$ cat src/rtl/ifetch_pf.sv
// ifetch_pf: prefetching instruction-fetch unit.
// Issues sequential word fetches under a credit limit, buffers in-order responses
// in a DEPTH-entry queue and presents {inst, pc, pc+4} to the decoder.
// A redirect flushes the queue and marks every outstanding response as stale.
module ifetch_pf #(
    parameter int unsigned       ADDR_W   = 32,
    parameter int unsigned       DEPTH    = 4,
    parameter logic [ADDR_W-1:0] RESET_PC = '0
) (
    input  logic              clock,
    input  logic              reset,
    output logic              imem_req_valid,
    input  logic              imem_req_ready,
    output logic [ADDR_W-1:0] imem_req_addr,
    input  logic              imem_rsp_valid,
    input  logic [31:0]       imem_rsp_data,
    output logic              inst_valid,
    input  logic              inst_ready,
    output logic [31:0]       inst_out,
    output logic [ADDR_W-1:0] inst_pc,
    output logic [ADDR_W-1:0] link_addr,
    input  logic              redirect_valid,
    input  logic [ADDR_W-1:0] redirect_pc
);

    localparam int unsigned PTR_W = $clog2(DEPTH);
    localparam int unsigned CNT_W = PTR_W + 1;
    localparam int unsigned SUM_W = CNT_W + 1;

    logic [ADDR_W-1:0] fetch_pc;
    logic [ADDR_W-1:0] rsp_pc;
    logic [31:0]       q_inst [DEPTH];
    logic [ADDR_W-1:0] q_pc   [DEPTH];
    logic [PTR_W-1:0]  rd_ptr;
    logic [PTR_W-1:0]  wr_ptr;
    logic [CNT_W-1:0]  count;
    logic [CNT_W-1:0]  inflight;
    logic [CNT_W-1:0]  drop;

    logic [ADDR_W-1:0] target;
    logic              credit_ok;
    logic              issue;
    logic              rsp_keep;
    logic              pop;
    logic [CNT_W-1:0]  inflight_nxt;

    // Handshake qualification and credit accounting.
    always_comb begin
        target         = redirect_pc & ~ADDR_W'(3);
        credit_ok      = (SUM_W'(count) + SUM_W'(inflight)) < SUM_W'(DEPTH);
        imem_req_valid = !reset && !redirect_valid && credit_ok;
        issue          = imem_req_valid && imem_req_ready;
        rsp_keep       = imem_rsp_valid && (drop == '0);
        inst_valid     = (count != '0);
        pop            = inst_valid && inst_ready;
        inflight_nxt   = inflight + CNT_W'(issue) - CNT_W'(imem_rsp_valid);
    end

    // Head of queue is shown fall-through; link address wraps with the PC width.
    always_comb begin
        imem_req_addr = fetch_pc;
        inst_out      = q_inst[rd_ptr];
        inst_pc       = q_pc[rd_ptr];
        link_addr     = q_pc[rd_ptr] + ADDR_W'(4);
    end

    // Fetch PC, response PC, queue storage and counters.
    always_ff @(posedge clock) begin
        if (reset) begin
            fetch_pc <= RESET_PC;
            rsp_pc   <= RESET_PC;
            rd_ptr   <= '0;
            wr_ptr   <= '0;
            count    <= '0;
            inflight <= '0;
            drop     <= '0;
            for (int i = 0; i < DEPTH; i++) begin
                q_inst[PTR_W'(i)] <= '0;
                q_pc[PTR_W'(i)]   <= RESET_PC;
            end
        end else begin
            inflight <= inflight_nxt;
            if (redirect_valid) begin
                // Every request still outstanding after this edge belongs to the
                // old path, including ones already marked stale, so the new drop
                // count is simply the post-edge inflight count.
                fetch_pc <= target;
                rsp_pc   <= target;
                rd_ptr   <= '0;
                wr_ptr   <= '0;
                count    <= '0;
                drop     <= inflight_nxt;
            end else begin
                if (issue) begin
                    fetch_pc <= fetch_pc + ADDR_W'(4);
                end
                if (rsp_keep) begin
                    q_inst[wr_ptr] <= imem_rsp_data;
                    q_pc[wr_ptr]   <= rsp_pc;
                    wr_ptr         <= wr_ptr + PTR_W'(1);
                    rsp_pc         <= rsp_pc + ADDR_W'(4);
                end
                if (imem_rsp_valid && (drop != '0)) begin
                    drop <= drop - CNT_W'(1);
                end
                if (pop) begin
                    rd_ptr <= rd_ptr + PTR_W'(1);
                end
                count <= count + CNT_W'(rsp_keep) - CNT_W'(pop);
            end
        end
    end

endmodule

$ cat config.mk
export PLATFORM = sky130hd
export DESIGN_NAME = ifetch_pf
export DESIGN_NICKNAME = d
export VERILOG_FILES = /design/src/rtl/ifetch_pf.sv
export SDC_FILE = /design/constraint.sdc
export NUM_CORES = 1
export LEC_CHECK = 0
export CELL_PAD_IN_SITES_DETAIL_PLACEMENT = 1
export CELL_PAD_IN_SITES_GLOBAL_PLACEMENT = 2
export CORE_MARGIN = 2
export CORE_UTILIZATION = 40
export CTS_BUF_LIST = sky130_fd_sc_hd__clkbuf_4
export DETAILED_ROUTE_END_ITERATION = 12
export DONT_BUFFER_PORTS = 1
export PLACE_DENSITY_LB_ADDON = 0.1
export SYNTH_ARGS = -nofsm -noshare
export SYNTH_HDL_FRONTEND = slang
export SYNTH_SLANG_ARGS = --single-unit
$ cat constraint.sdc
create_clock -name clock -period 7.35 [get_ports clock]
set_input_delay 1.47 -clock clock [delete_from_list [all_inputs] [get_ports clock]]
set_output_delay 1.47 -clock clock [all_outputs]
set_load 0.1 [all_outputs]
; Yosys cells after proc, flatten, opt, wreduce, memory -nomap -nowiden
; Memory sizes are Yosys's and may differ from the RTL's. A register that Yosys moved wholly into a read port is not among the register bits.
; Index checks and enable logic that the tools add are counted.
[classes]
n_reduce_logical = 17
addsub = 11
muxes = 22
magnitude_cmp = 1
[op_table]
columns = op, n
row1 = $mux W32, 6
row2 = $add A32 B3 Y32 const B, 3
row3 = $reduce_or A32 Y1, 2
row4 = $mux W2, 6
row5 = $mux W1, 8
row6 = $add A3 B1 Y3, 2
row7 = $logic_and A1 B1 Y1, 6
row8 = $mux W3, 2
row9 = $reduce_bool A2 Y1, 3
row10 = $reduce_bool A3 Y1, 2
row11 = $sub A3 B1 Y3, 2
row12 = $add A2 B1 Y2 const B, 2
row13 = $add A3 B3 Y4, 1
row14 = $lt A4 B3 Y1 const B, 1
row15 = $logic_not A3 Y1, 1
row16 = $sub A3 B1 Y3 const B, 1
row17 = $logic_not A1 Y1, 2
row18 = $reduce_or A2 Y1, 1
[word_totals]
inputBits = 70
elab_cells = 62
output_inout_bits = 130
register_bits = 77
mem_bits_rw = 256
n_memories = 2
[mem_list]
columns = memory, words, word_bits, rd, rd_clocked_by_memory_dff, write_ports, line
row1 = q_inst, 4, 32, 1, 1, 4, 32  ; logic [31:0] q_inst [DEPTH];
row2 = q_pc, 4, 32, 1, 1, 4, 33  ; logic [ADDR_W-1:0] q_pc [DEPTH];

; Logic depth before layout (Yosys ltp)
; Gate-level depths: netlist of the first run.
[depth]
ltp_word = 8
ltp_mapped = 14
depth_no_buf = 12

; Worst setup path before layout of the first run
; OpenSTA, ideal clock, no wires.
[synth_timing]
kind = input to register
start = input port redirect_valid
end = memory q_inst[2][0] (enable)
cell_stages = 3
slack_ns = 0.269
t_required_ns = 6.776
setup_ns = 0.574
arrival_time_ns = 6.506
cell_sequence = clkbuf_1 -> clkbuf_1 -> o31ai_1
[synth_rtl]
columns = element, line
row1 = "start, declared", 22  ; input logic redirect_valid,
row2 = "end, declared", 32

==> results_dict.tcl, run 1 <==
set metrics [dict create \
    r2r_setup_slack_ps 3790 \
    hold_depth 2 \
    initial_core_util 0.404 \
    setup_slack_ps 1270 \
    place_ws_ps 1940 \
    swShare 0.336 \
    synth_edf_count 248 \
    drtAntennaViolNets 0 \
    grt_max_degree 65 \
    gr-total-overflow 0 \
    power_frac_comb 0.181 \
    worstPathArrival_ps 4610 \
    path_clk_slew_ps 60 \
    worstPathCellList "mux4_2 -> and4_1 -> nand2_1 -> nor4_1 -> xor2_2" \
    cts.sink_count 323 \
    rows 71 \
    hold_viol 0 \
    fin_crit_sh 0.827 \
    ioPinCount 200 \
    rsz0062_at_grt "no" \
    layout.cells.most_common "edfxtp_1" \
    cp_slowest_cell "xor2_2" \
    worstSetupEndpoint "link_addr[23]" \
    vdd_ir_drop_max_mv 0.0884 \
    nFillCells 3962 \
    clockPowerShare 0.342 \
    die_y_um 198 \
    final_cell_area_um2 17100 \
    yosysUniqueCellTypes 56 \
    timing.setup.tns_ps 0 \
    maxSlewViolCount 0 \
    maxCapViolations 0 \
    required_ps 5880 \
    die-area_um2 39300 \
    reg2regPathDepth 5 \
    areaGrowthSynthToFinish_pct 13.5 \
    period_needed_ps 6080 \
    die_x_um 198 \
    clk_latency_ps 750 \
    synth-async-reset-ratio 0 \
    drt_first_iter_violations 483 \
    firstDrtPassIters 5 \
    wire_per_inst_um 21.4 \
    post_cts_resized 0 \
    place_hpwl_um 25700 \
    syn_inst 1272 \
    vias 10000 \
    synth-seq-cells 323 \
    vias_per_cell 5.23 \
    min-delay-path-class "reg2reg" \
    nets 1418 \
    critPathMaxFanout 34 \
    cell_internal_pwr_w 0.00305 \
    p_leak_nw 6.44 \
    grt_pass1_wl_um 63100 \
    p_per_area_nw_per_um2 268 \
    setup.worst_path.end_class "primary output" \
    synthFlopType "edfxtp_1" \
    h-tree-depth 3 \
    start_kind "register" \
    core_um2 37400 \
    grt.total_usage 0.214 \
    max-slew-margin-rel 0.221 \
    drive_above_1_share 0.210 \
    cts_root_buffer "clkbuf_4" \
    cts_buffer_depth 3 \
    layout_common_cells "edfxtp_1, nor2_1, clkbuf_4" \
    cts_tree "done" \
    crit_type "reg2out" \
    ys_warn_count 0 \
    fin_skew_ps 37.5 \
    postCtsSetupBuffers 0 \
    yosysSeqAreaShare 0.593 \
    io_buffers 0 \
    timing.rr.end "imem_req_addr[31]$_SDFFE_PP0P_" \
    first_global_vias 10900 \
    status "finished clean" \
    place_congestion 0.736 \
    power_frac_seq 0.476 \
    fmax_mhz 164 \
    setup_viol 0 \
    worstMarginPinSlew_ps 1170 \
    switchingPower_w 0.00155 \
    crit_path_max_incr_delay_ps 930 \
    drc 0 \
    syn_avg_cell_area_um2 11.9 \
    syn_area_um2 15100 \
    utilization 0.458 \
    placed_area_um2 16000 \
    grt_antenna_before_repair 2 \
    r2r-start "imem_req_addr[2]$_SDFFE_PP0P_" \
    finalWirelength_um 40900 \
    hold_buffers 0 \
    cts_buffers 90 \
]
area by class of cell:
cell class                 count  area (um2)  area share
clock inverter                27         105     0.00613
clock buffer                 132         991      0.0578
tap                          511         639      0.0373
sequential                   323        8960       0.523
multi-input combinational    790        5770       0.337
inverter                      82         308      0.0180
antenna                        3        7.51    0.000438
timing repair buffer          48         360      0.0210
synthesized netlist by cell type, drive strengths merged, types with 5 or more instances:
master | count | area (um2)
edfxtp | 248 | 7450
nor2 | 175 | 657
nand2 | 126 | 473
inv | 82 | 308
dfxtp | 75 | 1500
and2 | 71 | 445
mux4 | 62 | 1400
clkbuf | 60 | 226
xor2 | 34 | 298
nand3 | 28 | 140
xnor2 | 28 | 245
a31oi | 27 | 169
o21ai | 24 | 120
buf | 22 | 136
nor3 | 22 | 110
nand4 | 21 | 138
a21oi | 19 | 95.1
and3 | 18 | 113
a211oi | 13 | 97.6
ha | 11 | 138
nor4 | 11 | 68.8
or3 | 10 | 62.6
a21boi | 9 | 67.6
or4 | 9 | 71.3
and4 | 8 | 71.3
mux2i | 7 | 70.1
a311oi | 6 | 52.6
nand2b | 6 | 37.5
o211ai | 5 | 37.5
o31ai | 5 | 37.5
flip-flops by register name, indices dropped and copies added, names as in the netlist, named ones only:
signal / count
rsp_pc: 30
rd_ptr: 2
inflight: 3
q_inst: 128
q_pc: 120
count: 3
imem_req_addr: 30
drop: 3
wr_ptr: 2
metal layers:
layer	part of all wire	up-vias	global-route usage
li1	-	4733	-
met3	0.074	50	0.0743
met5	0	-	0
met4	0.018	0	0.0649
met2	0.51	255	0.373
met1	0.40	4991	0.248
power groups by stage:
stage	combinational, W	clock, W	sequential, W
4_1_cts	0.000846	0.00163	0.00219
5_1_grt	0.000883	0.00173	0.00221
2_1_floorplan	0.000692	0	0.00223
3_5_place_dp	0.000844	0	0.00223
3_3_place_gp	0.000840	0	0.00223
6_report	0.000835	0.00158	0.00219
through the flow:
stage	std cells	hold slack, ps	power, W
after CTS	1913	542	0.00468
final	1916	529	0.00460
after detailed placement	1754	514	0.00308
after global placement	1754	509	0.00307
after global routing	1916	574	0.00482
after floorplan	1277	485	0.00292
cells by family (layout without fill, tap and decap cells):
logic type	count (synthesis)	count (layout)	share of synthesized area
other	1	9	0.000248
multiplexers	69	69	0.0971
XOR/XNOR	62	62	0.0360
AO/OA/AOI/OAI	123	123	0.0530
adder cells (fa/ha/maj)	13	13	0.0118
flip-flops	323	323	0.593
buffers and inverters	164	289	0.0444
AND/OR/NAND/NOR	517	517	0.165
how the worst min path moves through the flow:
stage,startpoint,end,slack (ps)
floorplan,rd_ptr[1]$_SDFFE_PP0P_,register,480
global placement,rd_ptr[1]$_SDFFE_PP0P_,register,510
detailed placement,rd_ptr[1]$_SDFFE_PP0P_,register,510
CTS,rd_ptr[1]$_SDFFE_PP0P_,rd_ptr[1]$_SDFFE_PP0P_,540
global route,rd_ptr[1]$_SDFFE_PP0P_,register,570
finish,rd_ptr[1]$_SDFFE_PP0P_,rd_ptr[1]$_SDFFE_PP0P_,530
worst max-delay path: cells and delay by family, from the launching register on:
kind	cells	cell delay (ps)
AND/OR/NAND/NOR	3	1300
flip-flops	1	800
XOR/XNOR	1	930
multiplexers	1	810
Note: power is estimated with default switching activity, not from simulation.
==> run 2, diff against run 1 <==
==> constraint.sdc (replaced) <==
create_clock -name clock -period 5.3 [get_ports clock]
set_input_delay 1.06 -clock clock [delete_from_list [all_inputs] [get_ports clock]]
set_output_delay 1.06 -clock clock [all_outputs]
set_load 0.1 [all_outputs]
==> run 2 against run 1 <==
Flip-flop and latch count unchanged; critical endpoint is now link_addr[31]; critical path type unchanged; clock skew is 3.6 ps higher; highest routed layer unchanged; first-iteration DRC count decreased by 4.8%; sequential power grew 37%; register-to-register slack worse by 1800 ps.
==> results_dict.tcl, run 2 (synthesis gave the netlist of run 1 again) <==
set metrics [dict create \
    worstPathArrival_ps 3890 \
    timing.setup.tns_ps 0 \
    rsz0062_at_grt "no" \
    cts_root_buffer "clkbuf_4" \
    r2r-start "imem_req_addr[8]$_SDFFE_PP0P_" \
    max-slew-margin-rel 0.239 \
    status "finished clean" \
    drt_first_iter_violations 460 \
    clk_latency_ps 750 \
    fin_crit_sh 0.934 \
    p_leak_nw 6.64 \
    period_needed_ps 4950 \
    die-area_um2 39300 \
    nets 1443 \
    path_clk_slew_ps 60 \
    cts_buffer_depth 3 \
    firstDrtPassIters 6 \
    grt_max_degree 65 \
    layout_common_cells "edfxtp_1, nor2_1, clkbuf_4" \
    top_register "q_inst" \
    reg.largest.list "q_inst: 128 flops, q_pc: 120 flops" \
    cts.sink_count 323 \
    grt.total_usage 0.217 \
    h-tree-depth 3 \
    die_y_um 198 \
    fmax_mhz 202 \
    min-delay-path-class "in2reg" \
    r2r_setup_slack_ps 1980 \
    crit_family "simple AND/OR/NAND/NOR gates" \
    critPathMostFrequentCell "buf_4" \
    utilization 0.469 \
    place_hpwl_um 26000 \
    cts_buffers 88 \
    vias 10200 \
    setup.worst_path.end_class "primary output" \
    first_global_vias 11100 \
    rows 71 \
    cts_tree "done" \
    vdd_ir_drop_max_mv 0.123 \
    vias_per_cell 5.26 \
    largest_reg_flops 128 \
    layout.cells.most_common "edfxtp_1" \
    cp_slowest_cell "dfxtp_4" \
    setup_viol 0 \
    setup_slack_ps 348 \
    place_congestion 0.764 \
    start_kind "register" \
    initial_core_util 0.404 \
    grt_antenna_before_repair 1 \
    path_buf_inv 2 \
    fin_skew_ps 41.1 \
    gr-total-overflow 0 \
    areaGrowthSynthToFinish_pct 16.2 \
    place_ws_ps 879 \
    drive_above_1_share 0.228 \
    core_um2 37400 \
    crit_path_max_incr_delay_ps 690 \
    drc 0 \
    grt_pass1_wl_um 63900 \
    maxSlewViolCount 0 \
    required_ps 4240 \
    maxCapViolations 0 \
    crit_type "reg2out" \
    worstMarginPinSlew_ps 1140 \
    drtAntennaViolNets 0 \
    die_x_um 198 \
    critPathMaxFanout 33 \
    hp-start "reset" \
    wire_per_inst_um 21.3 \
    ioPinCount 200 \
    worstPathCellList "buf_4 -> mux4_2 -> and4_1 -> nand4_1 -> nor3_1 -> xor2_2 -> buf_4" \
    finalWirelength_um 41300 \
    hold_viol 0 \
    p_per_area_nw_per_um2 374 \
    io_buffers 0 \
]
==> run 2: through the flow <==
stage | hold slack (ps) | total power [W] | instance area, um2 | std cells
after floorplan | 485 | 0.00406 | 15100 | 1277
after CTS | 306 | 0.00668 | 17500 | 1935
after global routing | 322 | 0.00686 | 17500 | 1936
after detailed placement | 543 | 0.00432 | 16400 | 1781
final | 401 | 0.00657 | 17500 | 1936
after global placement | 530 | 0.00430 | 16400 | 1781
==> run 2: final timing paths <==
| path | end | depth (start not counted) |
|---|---|---|
| max reg2reg | imem_req_addr[31]$_SDFFE_PP0P_ | 5 |
| min | inflight[0]$_SDFF_PP0_ | 1 |
| min reg2reg | rd_ptr[0]$_SDFFE_PP0P_ | 2 |
| max | link_addr[31] | 7 |
==> run 2: what timing repair did <==
item	in CTS	in global routing
endpoints found under the setup margin	0	4
setup buffers	0	0
gates resized for setup	0	1
hold buffers	0	0
hold endpoints to repair	0	0
==> run 2: area by class of cell <==
cell class	instances	area (um2)
Timing Repair Buffer	75	701
Multi-Input combinational cell	790	5780
Fill cell	3991	19900
Antenna cell	1	2.50
Sequential cell	323	8960
Inverter	82	308
Clock buffer	132	991
Clock inverter	22	166
Tap cell	511	639
==> run 2: per-layer routing <==
layer | up-vias | track usage | wire length [um]
met2 | 259 | 0.376 | 20600
met1 | 5075 | 0.256 | 16800
met3 | 73 | 0.0598 | 2830
li1 | 4778 | - | -
met5 | - | 0 | 0
met4 | 0 | 0.0796 | 982
==> run 2: where the power goes <==
part	switching [W]	total, W	leakage (nW)	internal [W]
clock network	0.00104	0.00232	0.683	0.00128
registers	0.000134	0.00301	3.19	0.00287
logic	0.000978	0.00124	2.77	0.000266
